## src/rtl/xosera_pkg.sv

```systemverilog
// Shared Xosera definitions: bus widths, register numbers and host bus FSM states.
package xosera_pkg;

  localparam int unsigned BYTE_W    = 8;
  localparam int unsigned WORD_W    = 16;
  localparam int unsigned REG_NUM_W = 4;

  // Host-visible register numbers, shared with the register controller.
  typedef enum logic [REG_NUM_W-1:0] {
    XM_SYS_CTRL  = 4'h0,
    XM_INT_CTRL  = 4'h1,
    XM_TIMER     = 4'h2,
    XM_RD_XADDR  = 4'h3,
    XM_WR_XADDR  = 4'h4,
    XM_XDATA     = 4'h5,
    XM_RD_INCR   = 4'h6,
    XM_RD_ADDR   = 4'h7,
    XM_WR_INCR   = 4'h8,
    XM_WR_ADDR   = 4'h9,
    XM_DATA      = 4'hA,
    XM_DATA_2    = 4'hB,
    XM_PIXEL_X   = 4'hC,
    XM_PIXEL_Y   = 4'hD,
    XM_UART      = 4'hE,
    XM_FEATURE   = 4'hF
  } xm_reg_num_t;

  // RELEASE: waiting for chip select to go high; IDLE: armed for the next access.
  typedef enum logic {
    RELEASE = 1'b0,
    IDLE    = 1'b1
  } host_bus_state_t;

endpackage

```

## src/rtl/cdc_sync_ff.sv

```systemverilog
// Multi-flop synchronizer for asynchronous level inputs.
//   clk      : destination clock
//   reset_i  : synchronous active-high reset, loads RESET_VAL into every stage
//   d_i      : asynchronous input
//   q_o      : synchronized output (last stage)
module cdc_sync_ff #(
  parameter int unsigned      WIDTH     = 1,
  parameter int unsigned      STAGES    = 2,
  parameter logic [WIDTH-1:0] RESET_VAL = '0
) (
  input  logic             clk,
  input  logic             reset_i,
  input  logic [WIDTH-1:0] d_i,
  output logic [WIDTH-1:0] q_o
);

  logic [WIDTH-1:0] sync_q [STAGES];

  // Shift chain: stage 0 samples the async input, later stages settle metastability.
  always_ff @(posedge clk) begin
    if (reset_i) begin
      for (int i = 0; i < int'(STAGES); i++) begin
        sync_q[i] <= RESET_VAL;
      end
    end else begin
      sync_q[0] <= d_i;
      for (int i = 1; i < int'(STAGES); i++) begin
        sync_q[i] <= sync_q[i-1];
      end
    end
  end

  assign q_o = sync_q[STAGES-1];

endmodule

```

## src/rtl/host_bus_if.sv

```systemverilog
// Host-side register port: synchronizes the 8-bit host bus chip select, pairs
// even/odd byte writes into 16-bit register write strobes and serves byte reads.
//   clk, reset_i          : clock, synchronous active-high reset
//   bus_cs_n_i            : async chip select (active low)
//   bus_rd_nwr_i          : 1 = read, 0 = write
//   bus_bytesel_i         : 0 = even (high) byte, 1 = odd (low) byte
//   bus_reg_num_i         : register number
//   bus_data_i/o          : host write / read byte
//   bus_data_oe_o         : read data pad output enable
//   reg_write_strobe_o    : one-cycle 16-bit register write
//   reg_read_strobe_o     : one-cycle pulse on odd-byte read
//   reg_num_o, reg_data_o : register number / write word for the strobes
//   reg_data_i            : register read word
module host_bus_if
  import xosera_pkg::*;
#(
  parameter int unsigned SYNC_STAGES = 2
) (
  input  logic                 clk,
  input  logic                 reset_i,
  input  logic                 bus_cs_n_i,
  input  logic                 bus_rd_nwr_i,
  input  logic                 bus_bytesel_i,
  input  logic [REG_NUM_W-1:0] bus_reg_num_i,
  input  logic [BYTE_W-1:0]    bus_data_i,
  output logic [BYTE_W-1:0]    bus_data_o,
  output logic                 bus_data_oe_o,
  output logic                 reg_write_strobe_o,
  output logic                 reg_read_strobe_o,
  output logic [REG_NUM_W-1:0] reg_num_o,
  output logic [WORD_W-1:0]    reg_data_o,
  input  logic [WORD_W-1:0]    reg_data_i
);

  logic cs_sync;

  host_bus_state_t      state_q, state_d;
  logic [BYTE_W-1:0]    even_latch_q, even_latch_d;
  logic [BYTE_W-1:0]    bus_data_q, bus_data_d;
  logic                 oe_q, oe_d;
  logic                 wr_strobe_q, wr_strobe_d;
  logic                 rd_strobe_q, rd_strobe_d;
  logic [REG_NUM_W-1:0] reg_num_q, reg_num_d;
  logic [WORD_W-1:0]    reg_data_q, reg_data_d;

  // Resetting to 0 ("selected") keeps a select held across reset from capturing.
  cdc_sync_ff #(
    .WIDTH     (1),
    .STAGES    (SYNC_STAGES),
    .RESET_VAL (1'b0)
  ) u_cs_sync (
    .clk     (clk),
    .reset_i (reset_i),
    .d_i     (bus_cs_n_i),
    .q_o     (cs_sync)
  );

  // State register.
  always_ff @(posedge clk) begin
    if (reset_i) begin
      state_q <= RELEASE;
    end else begin
      state_q <= state_d;
    end
  end

  // Next state: one capture per select-low period.
  always_comb begin
    state_d = state_q;
    case (state_q)
      RELEASE: if (cs_sync)  state_d = IDLE;
      IDLE:    if (!cs_sync) state_d = RELEASE;
      default: state_d = RELEASE;
    endcase
  end

  // Output/datapath next values; bus fields are stable while selected, so they are sampled directly.
  always_comb begin
    even_latch_d = even_latch_q;
    bus_data_d   = bus_data_q;
    oe_d         = oe_q;
    wr_strobe_d  = 1'b0;
    rd_strobe_d  = 1'b0;
    reg_num_d    = reg_num_q;
    reg_data_d   = reg_data_q;
    case (state_q)
      RELEASE: begin
        if (cs_sync) oe_d = 1'b0;
      end
      IDLE: begin
        if (!cs_sync) begin
          if (bus_rd_nwr_i) begin
            bus_data_d = bus_bytesel_i ? reg_data_i[BYTE_W-1:0] : reg_data_i[WORD_W-1:BYTE_W];
            oe_d       = 1'b1;
            if (bus_bytesel_i) begin
              rd_strobe_d = 1'b1;
              reg_num_d   = bus_reg_num_i;
            end
          end else if (!bus_bytesel_i) begin
            even_latch_d = bus_data_i;
          end else begin
            wr_strobe_d = 1'b1;
            reg_num_d   = bus_reg_num_i;
            reg_data_d  = {even_latch_q, bus_data_i};
          end
        end
      end
      default: ;
    endcase
  end

  // Output and datapath registers.
  always_ff @(posedge clk) begin
    if (reset_i) begin
      even_latch_q <= '0;
      bus_data_q   <= '0;
      oe_q         <= 1'b0;
      wr_strobe_q  <= 1'b0;
      rd_strobe_q  <= 1'b0;
      reg_num_q    <= '0;
      reg_data_q   <= '0;
    end else begin
      even_latch_q <= even_latch_d;
      bus_data_q   <= bus_data_d;
      oe_q         <= oe_d;
      wr_strobe_q  <= wr_strobe_d;
      rd_strobe_q  <= rd_strobe_d;
      reg_num_q    <= reg_num_d;
      reg_data_q   <= reg_data_d;
    end
  end

  assign bus_data_o         = bus_data_q;
  assign bus_data_oe_o      = oe_q;
  assign reg_write_strobe_o = wr_strobe_q;
  assign reg_read_strobe_o  = rd_strobe_q;
  assign reg_num_o          = reg_num_q;
  assign reg_data_o         = reg_data_q;

endmodule
```

## config.mk

```make
export PLATFORM = sky130hd
export DESIGN_NAME = host_bus_if
export DESIGN_NICKNAME = d
export VERILOG_FILES = /design/src/rtl/xosera_pkg.sv /design/src/rtl/cdc_sync_ff.sv /design/src/rtl/host_bus_if.sv
export SDC_FILE = /design/constraint.sdc
export NUM_CORES = 1
export LEC_CHECK = 0
export CAP_MARGIN = 20
export CORE_MARGIN = 2
export CORE_UTILIZATION = 29
export CTS_CLUSTER_SIZE = 14
export DETAILED_ROUTE_END_ITERATION = 12
export HOLD_SLACK_MARGIN = 0.05
export PLACE_DENSITY_LB_ADDON = 0.2
export SYNTH_ARGS = -nofsm -noshare
export SYNTH_HDL_FRONTEND = slang
export SYNTH_HIERARCHICAL = 1
export SYNTH_SLANG_ARGS = --single-unit
```

## constraint.sdc

```tcl
create_clock -name clk -period 1.8 [get_ports clk]
set_input_delay 0.45 -clock clk [delete_from_list [all_inputs] [get_ports clk]]
set_output_delay 0.45 -clock clk [all_outputs]
set_load 0.03 [all_outputs]
```

==> impl_metrics.py, run 1 <==
metrics = {
    "status": {
        "status": "finished clean",
    },
    "pwr": {
        "report.power.total_mw": 2.01,
        "leakagePower_nw": 1.21,
        "power-per-cell-area_nw_per_um2": 805,
        "ir_drop_mv": 0.326,
    },
    "placement": {
        "globalplace.congestion": 0.684,
        "dp_hpwl_mm": 2.59,
        "portBuffers": 63,
    },
    "cts": {
        "worstSkewPairLatency_ns": 0.30,
        "cts.path.max_buffers": 2,
        "clk_pin_slew_ns": 0.08,
        "cts.root.buffer_cell": "clkbuf_8",
        "cts_buffers": 5,
        "post_cts_buffers": 0,
        "cts_tree": "built",
        "cts_max_level": 2,
        "cts_hold_buf": 0,
        "cts_sinks": 42,
    },
    "global_routing": {
        "overflow": 0,
        "grt_max_degree": 25,
        "first_global_vias": 1369,
        "grt_pass1_wl_mm": 6.50,
        "grtUsageTotal_pct": 13.4,
        "antenna_found_initial": 0,
    },
    "timing": {
        "fmax_mhz": 568,
        "min_period_over_period_pct": 97.8,
        "slew_headroom_pct": 76.4,
        "rsz0062_at_grt": "no",
        "period_needed_ns": 1.76,
        "worst_clock_skew_ns": 0.00465,
        "slew_viol_final": 0,
        "setup_violations": 0,
        "hold_violations": 0,
        "tightest_slew_ns": 0.353,
    },
    "synthesis": {
        "ys_seq_area_share_pct": 53.2,
        "synth_top_cell_by_area": "dfxtp_1",
        "synthCells": 174,
        "synth_area_leaders": "dfxtp_1, nand2_1, a21oi_1",
        "ys_warn_count": 6,
        "ys_top_cells_by_count": "nand2_1, dfxtp_1, a21oi_1",
        "avgSynthCellArea_um2": 9.09,
        "synth_most_common_cell": "nand2_1",
        "netlist_area_um2": 1580,
        "ys.flop_type": "dfxtp_1",
        "synth.distinct_cells": 23,
        "synth_edf_count": 0,
        "syn_nets": 207,
        "ys_async_sr_fraction_pct": 0,
        "synth_top_cell_area_share_pct": 53.2,
        "synth-seq-cells": 42,
    },
    "critical_path": {
        "cp-startpoint": "bus_data_o[4]",
        "crit_family": "buffers and inverters",
        "critPathLaunchType": "flop",
        "path_class": "reg -> out",
        "r2r-start": "state_q",
        "critPathRequiredTime_ns": 1.35,
        "arrival_ns": 1.31,
        "critical-path-max-stage-delay_ns": 0.68,
        "end_kind": "primary output",
        "cpMaxStageDelayCell": "clkdlybuf4s50_1",
        "path_buf_inv": 1,
        "crit_chain": "clkdlybuf4s50_1",
        "crit_path_max_fanout": 2,
    },
    "die": {
        "die-width_um": 77.8,
        "rows": 26,
        "start_util_pct": 30.6,
        "die_y_um": 77.8,
        "dieArea_um2": 6060,
        "coreArea_um2": 5170,
        "ios": 64,
    },
    "drt": {
        "via_per_inst": 4.37,
        "first_pass_iters": 4,
        "drtAntennaViolNets": 0,
        "drt_iter0_drc": 60,
        "drt-wirelength-per-cell_um": 12.2,
        "drc": 0,
        "via_count": 1364,
        "drt_wl_total_mm": 3.81,
    },
    "layout": {
        "num-nets-final": 274,
        "finish.utilization_pct": 48.3,
        "num_antenna_cells": 0,
        "drive_above_1_share_pct": 8.26,
        "synthToLayoutAreaGrowth_pct": 58.1,
        "fillCellCount": 494,
    },
    "flow_run": {
        "drv_cap": 0,
    },
    "hold_path": {
        "hp-class": "reg -> reg",
        "hold_start": "u_cs_sync/sync_q[0][0]",
    },
}
flip-flops by register name, indices dropped and copies added (netlist names):
name	count
reg_data_o	16
bus_data_o	8
even_latch_q	8
reg_num_o	4
u_cs_sync/sync_q	2
bus_data_oe_o	1
reg_read_strobe_o	1
reg_write_strobe_o	1
state_q	1
layout by cell type (no fill, tap or decap), types with 3 or more instances in the layout:
cell type,netlist,layout
clkdlybuf4s50_1,0,45
clkbuf_8,0,5
nor2b_1,3,3
nor2_1,13,13
buf_4,4,8
a21oi_1,25,25
mux2i_1,12,12
dlymetal6s2s_1,0,18
a211oi_1,7,7
nand2_1,49,49
dfxtp_1,42,42
layout make-up:
type / instances / area (um^2) / share of cell area [%]
clock buffer: 5 / 68.8 / 2.75
clock inverter: 3 / 68.8 / 2.75
multi-input combinational: 119 / 658 / 26.3
sequential: 42 / 841 / 33.6
tap: 70 / 87.6 / 3.50
timing repair buffer: 73 / 776 / 31.0
layer usage:
metal	routed length (um)	up-vias	part of all wire [%]	track usage (%)
met4	45	0	1.2	4.29
li1	-	718	-	-
met5	0	-	0	0
met2	1570	38	41	19.1
met3	289	6	7.6	5.58
met1	1900	602	50	18.2
power by group:
| part | internal, mW | switching (mW) |
|---|---|---|
| clock network | 0.556 | 0.341 |
| registers | 0.939 | 0.00570 |
| logic | 0.101 | 0.0695 |
| total | 1.60 | 0.417 |
stage by stage:
stage	setup TNS, ns	cell area (um^2)	std cells	setup WS, ns	hold WS [ns]
after floorplan	0	1580	174	0.449	0.414
after global placement	-1.63	2320	304	-0.0938	0.428
after detailed placement	-1.59	2320	304	-0.0924	0.437
after CTS	0	2450	312	0.00173	0.457
after global routing	0	2500	312	0.00182	0.466
final	0	2500	312	0.0403	0.450
repair_timing:
item	CTS	global route
hold endpoints to repair	0	0
gates resized for setup	0	18
endpoints found under the setup margin	0	18
logic make-up (layout without fill, tap and decap cells):
family | Yosys count | in the layout | share of synthesized area (%)
simple gates | 74 | 74 | 22.0
buf+inv | 13 | 81 | 5.22
mux | 12 | 12 | 7.60
flops | 42 | 42 | 53.2
compound gates | 33 | 33 | 12.0
final timing paths:
check | to | cells after the start | slack (ns)
min reg2reg | u_cs_sync/sync_q[0][1] | 1 | 0.45
max reg2reg | even_latch_q[5] | 3 | 0.37
min | u_cs_sync/sync_q[0][1] | 1 | 0.45
max | bus_data_o[4] | 1 | 0.04
No activity file was read; power rests on OpenSTA's default activity.
==> run 2: changes to the inputs <==
--- a/config.mk
+++ b/config.mk
@@ -10,6 +10,7 @@
 export CORE_UTILIZATION = 29
 export CTS_CLUSTER_SIZE = 14
 export DETAILED_ROUTE_END_ITERATION = 12
+export GPL_ROUTABILITY_DRIVEN = 0
 export HOLD_SLACK_MARGIN = 0.05
 export PLACE_DENSITY_LB_ADDON = 0.2
 export SYNTH_ARGS = -nofsm -noshare
==> results of run 2 <==
No change in the layout: final DEF, timing and power equal those of run 1.
==> run 3: changes to the inputs <==
==> constraint.sdc (replaced) <==
create_clock -name clk -period 1.4 [get_ports clk]
set_input_delay 0.35 -clock clk [delete_from_list [all_inputs] [get_ports clk]]
set_output_delay 0.35 -clock clk [all_outputs]
set_load 0.03 [all_outputs]
==> run 3 against run 2 <==
  * Cell area up 3.8%
  * Global-route usage fell by 0.13 points
  * Critical path depth unchanged
  * Via count is 4.1% higher
  * Setup slack worse by 0.0071 ns
  * Wire length up 0.47%
  * Total power rose by 30%
  * Combinational power up 44%
  * Critical path type unchanged
==> impl_metrics.py, run 3 (synthesized netlist as in run 1, its figures left out) <==
metrics = {
    "status": {
        "status": "finished clean",
    },
    "pwr": {
        "ir_drop_mv": 0.474,
        "p_seq_share_pct": 46.2,
        "leakagePower_nw": 1.01,
        "p_clk_share_pct": 44.4,
        "power.switching_mw": 0.511,
        "p_int_mw": 2.11,
        "p_sw_share_pct": 19.5,
        "comb_power_share_pct": 9.4,
        "power-per-cell-area_nw_per_um2": 1010,
        "report.power.total_mw": 2.62,
    },
    "layout": {
        "num_antenna_cells": 0,
        "drive_above_1_share_pct": 21.3,
        "num-nets-final": 281,
        "fillCellCount": 505,
        "largest_reg_flops": 16,
        "final_cell_mix": "nand2_1, dfxtp_1, clkdlybuf4s50_1, a21oi_1, clkdlybuf4s15_1",
        "final_common_cell": "nand2_1",
        "finalInstanceArea_um2": 2590,
        "synthToLayoutAreaGrowth_pct": 64.0,
    },
    "placement": {
        "preCtsSetupSlack_ns": -0.385,
        "portBuffers": 63,
        "dp_hpwl_mm": 2.65,
        "dpl_cell_area_um2": 2400,
    },
    "timing": {
        "slew_headroom_pct": 79.3,
        "worst_clock_skew_ns": 0.00690,
        "holdWs_ns": 0.441,
        "tightest_slew_ns": 0.312,
        "period_needed_ns": 1.37,
        "rsz0062_at_grt": "no",
        "slew_viol_final": 0,
        "setup-tns-final_ns": 0,
        "hold_violations": 0,
        "setup_violations": 0,
        "setup_ws_ns": 0.0332,
        "min_period_over_period_pct": 97.6,
        "fmax_mhz": 732,
    },
    "hold_path": {
        "hp-class": "in -> reg",
    },
    "die": {
        "dieArea_um2": 6060,
        "die-width_um": 77.8,
        "rows": 26,
        "die_y_um": 77.8,
        "ios": 64,
        "coreArea_um2": 5170,
        "start_util_pct": 30.6,
    },
    "critical_path": {
        "path_buf_inv": 1,
        "critPathRequiredTime_ns": 1.05,
        "arrival_ns": 1.02,
        "end_kind": "primary output",
        "critical-path-max-stage-delay_ns": 0.40,
        "critPathLaunchType": "flop",
        "crit_family": "buffers and inverters",
        "crit_chain": "dlygate4sd2_1",
        "path_class": "reg -> out",
        "cpMaxStageDelayCell": "dlygate4sd2_1",
        "crit_path_max_fanout": 2,
    },
    "cts": {
        "clk_pin_slew_ns": 0.07,
        "cts_buffers": 5,
        "cts_tree": "built",
        "cts.root.buffer_cell": "clkbuf_8",
        "worstSkewPairLatency_ns": 0.29,
        "cts_max_level": 2,
        "cts.path.max_buffers": 2,
        "cts_sinks": 42,
    },
    "flow_run": {
        "drv_cap": 0,
    },
    "drt": {
        "top_layer": "met4",
        "routed-wl-met2_mm": 1.71,
        "drc": 0,
        "first_pass_iters": 4,
        "drtAntennaViolNets": 0,
        "drt_iter0_drc": 53,
        "drt_wl_total_mm": 3.83,
        "drt-wirelength-per-cell_um": 12.0,
        "via_count": 1420,
        "wl_met3_um": 235,
        "via_per_inst": 4.45,
        "wl_met1_mm": 1.82,
    },
    "global_routing": {
        "grt_pass1_wl_mm": 6.35,
        "first_global_vias": 1328,
        "grtUsageTotal_pct": 13.3,
        "grt_max_degree": 18,
        "antenna_found_initial": 0,
        "overflow": 0,
    },
}
==> run 3: power groups by stage <==
stage                     Combinational (mW)  Clock, mW  Sequential (mW)
after floorplan                       0.0688          0             1.26
after global placement                 0.240          0             1.24
after detailed placement               0.238          0             1.24
after CTS                              0.239       1.20             1.21
after global routing                   0.266       1.25             1.21
final                                  0.247       1.16             1.21
==> run 3: layout make-up <==
type                    instances  area, um^2  share of cell area [%]
clock inverters                 2        60.1                    2.32
well taps                      70        87.6                    3.38
repair buffers                 80         816                    31.5
flip-flops and latches         42         841                    32.4
clock buffers                   6        82.6                    3.18
multi-input cells             119         707                    27.3
==> run 3: worst paths after layout <==
path / startpoint / endpoint / slack, ns / cells past startpoint
worst max-delay path: reg_data_o[6] / reg_data_o[6] / 0.03 / 1
worst min-delay path: bus_rd_nwr_i / reg_write_strobe_o / 0.44 / 3
worst max register to register: u_cs_sync/sync_q[0][1] / reg_data_o[4] / 0.15 / 5
worst min register to register: u_cs_sync/sync_q[0][0] / u_cs_sync/sync_q[0][1] / 0.44 / 1
==> run 3: per-layer routing <==
layer	vias to the layer above	GRT usage [%]
li1	730	-
met1	645	17.3
met2	38	19.7
met3	7	4.53
met4	0	5.89
met5	-	0
==> run 3: through the flow <==
stage               util (%)  instances
floorplan                  -        174
global placement        46.4        308
detailed placement      46.4        308
CTS                     48.8        317
global route            50.1        319
finish                  50.1        319
==> run 3: repair_timing <==
item	4_1_cts	5_1_grt
cloned	0	1
hold buffers	0	0
pin swaps	0	2
gates resized for setup	31	50
buffers inserted	1	1
endpoints found under the setup margin	55	54
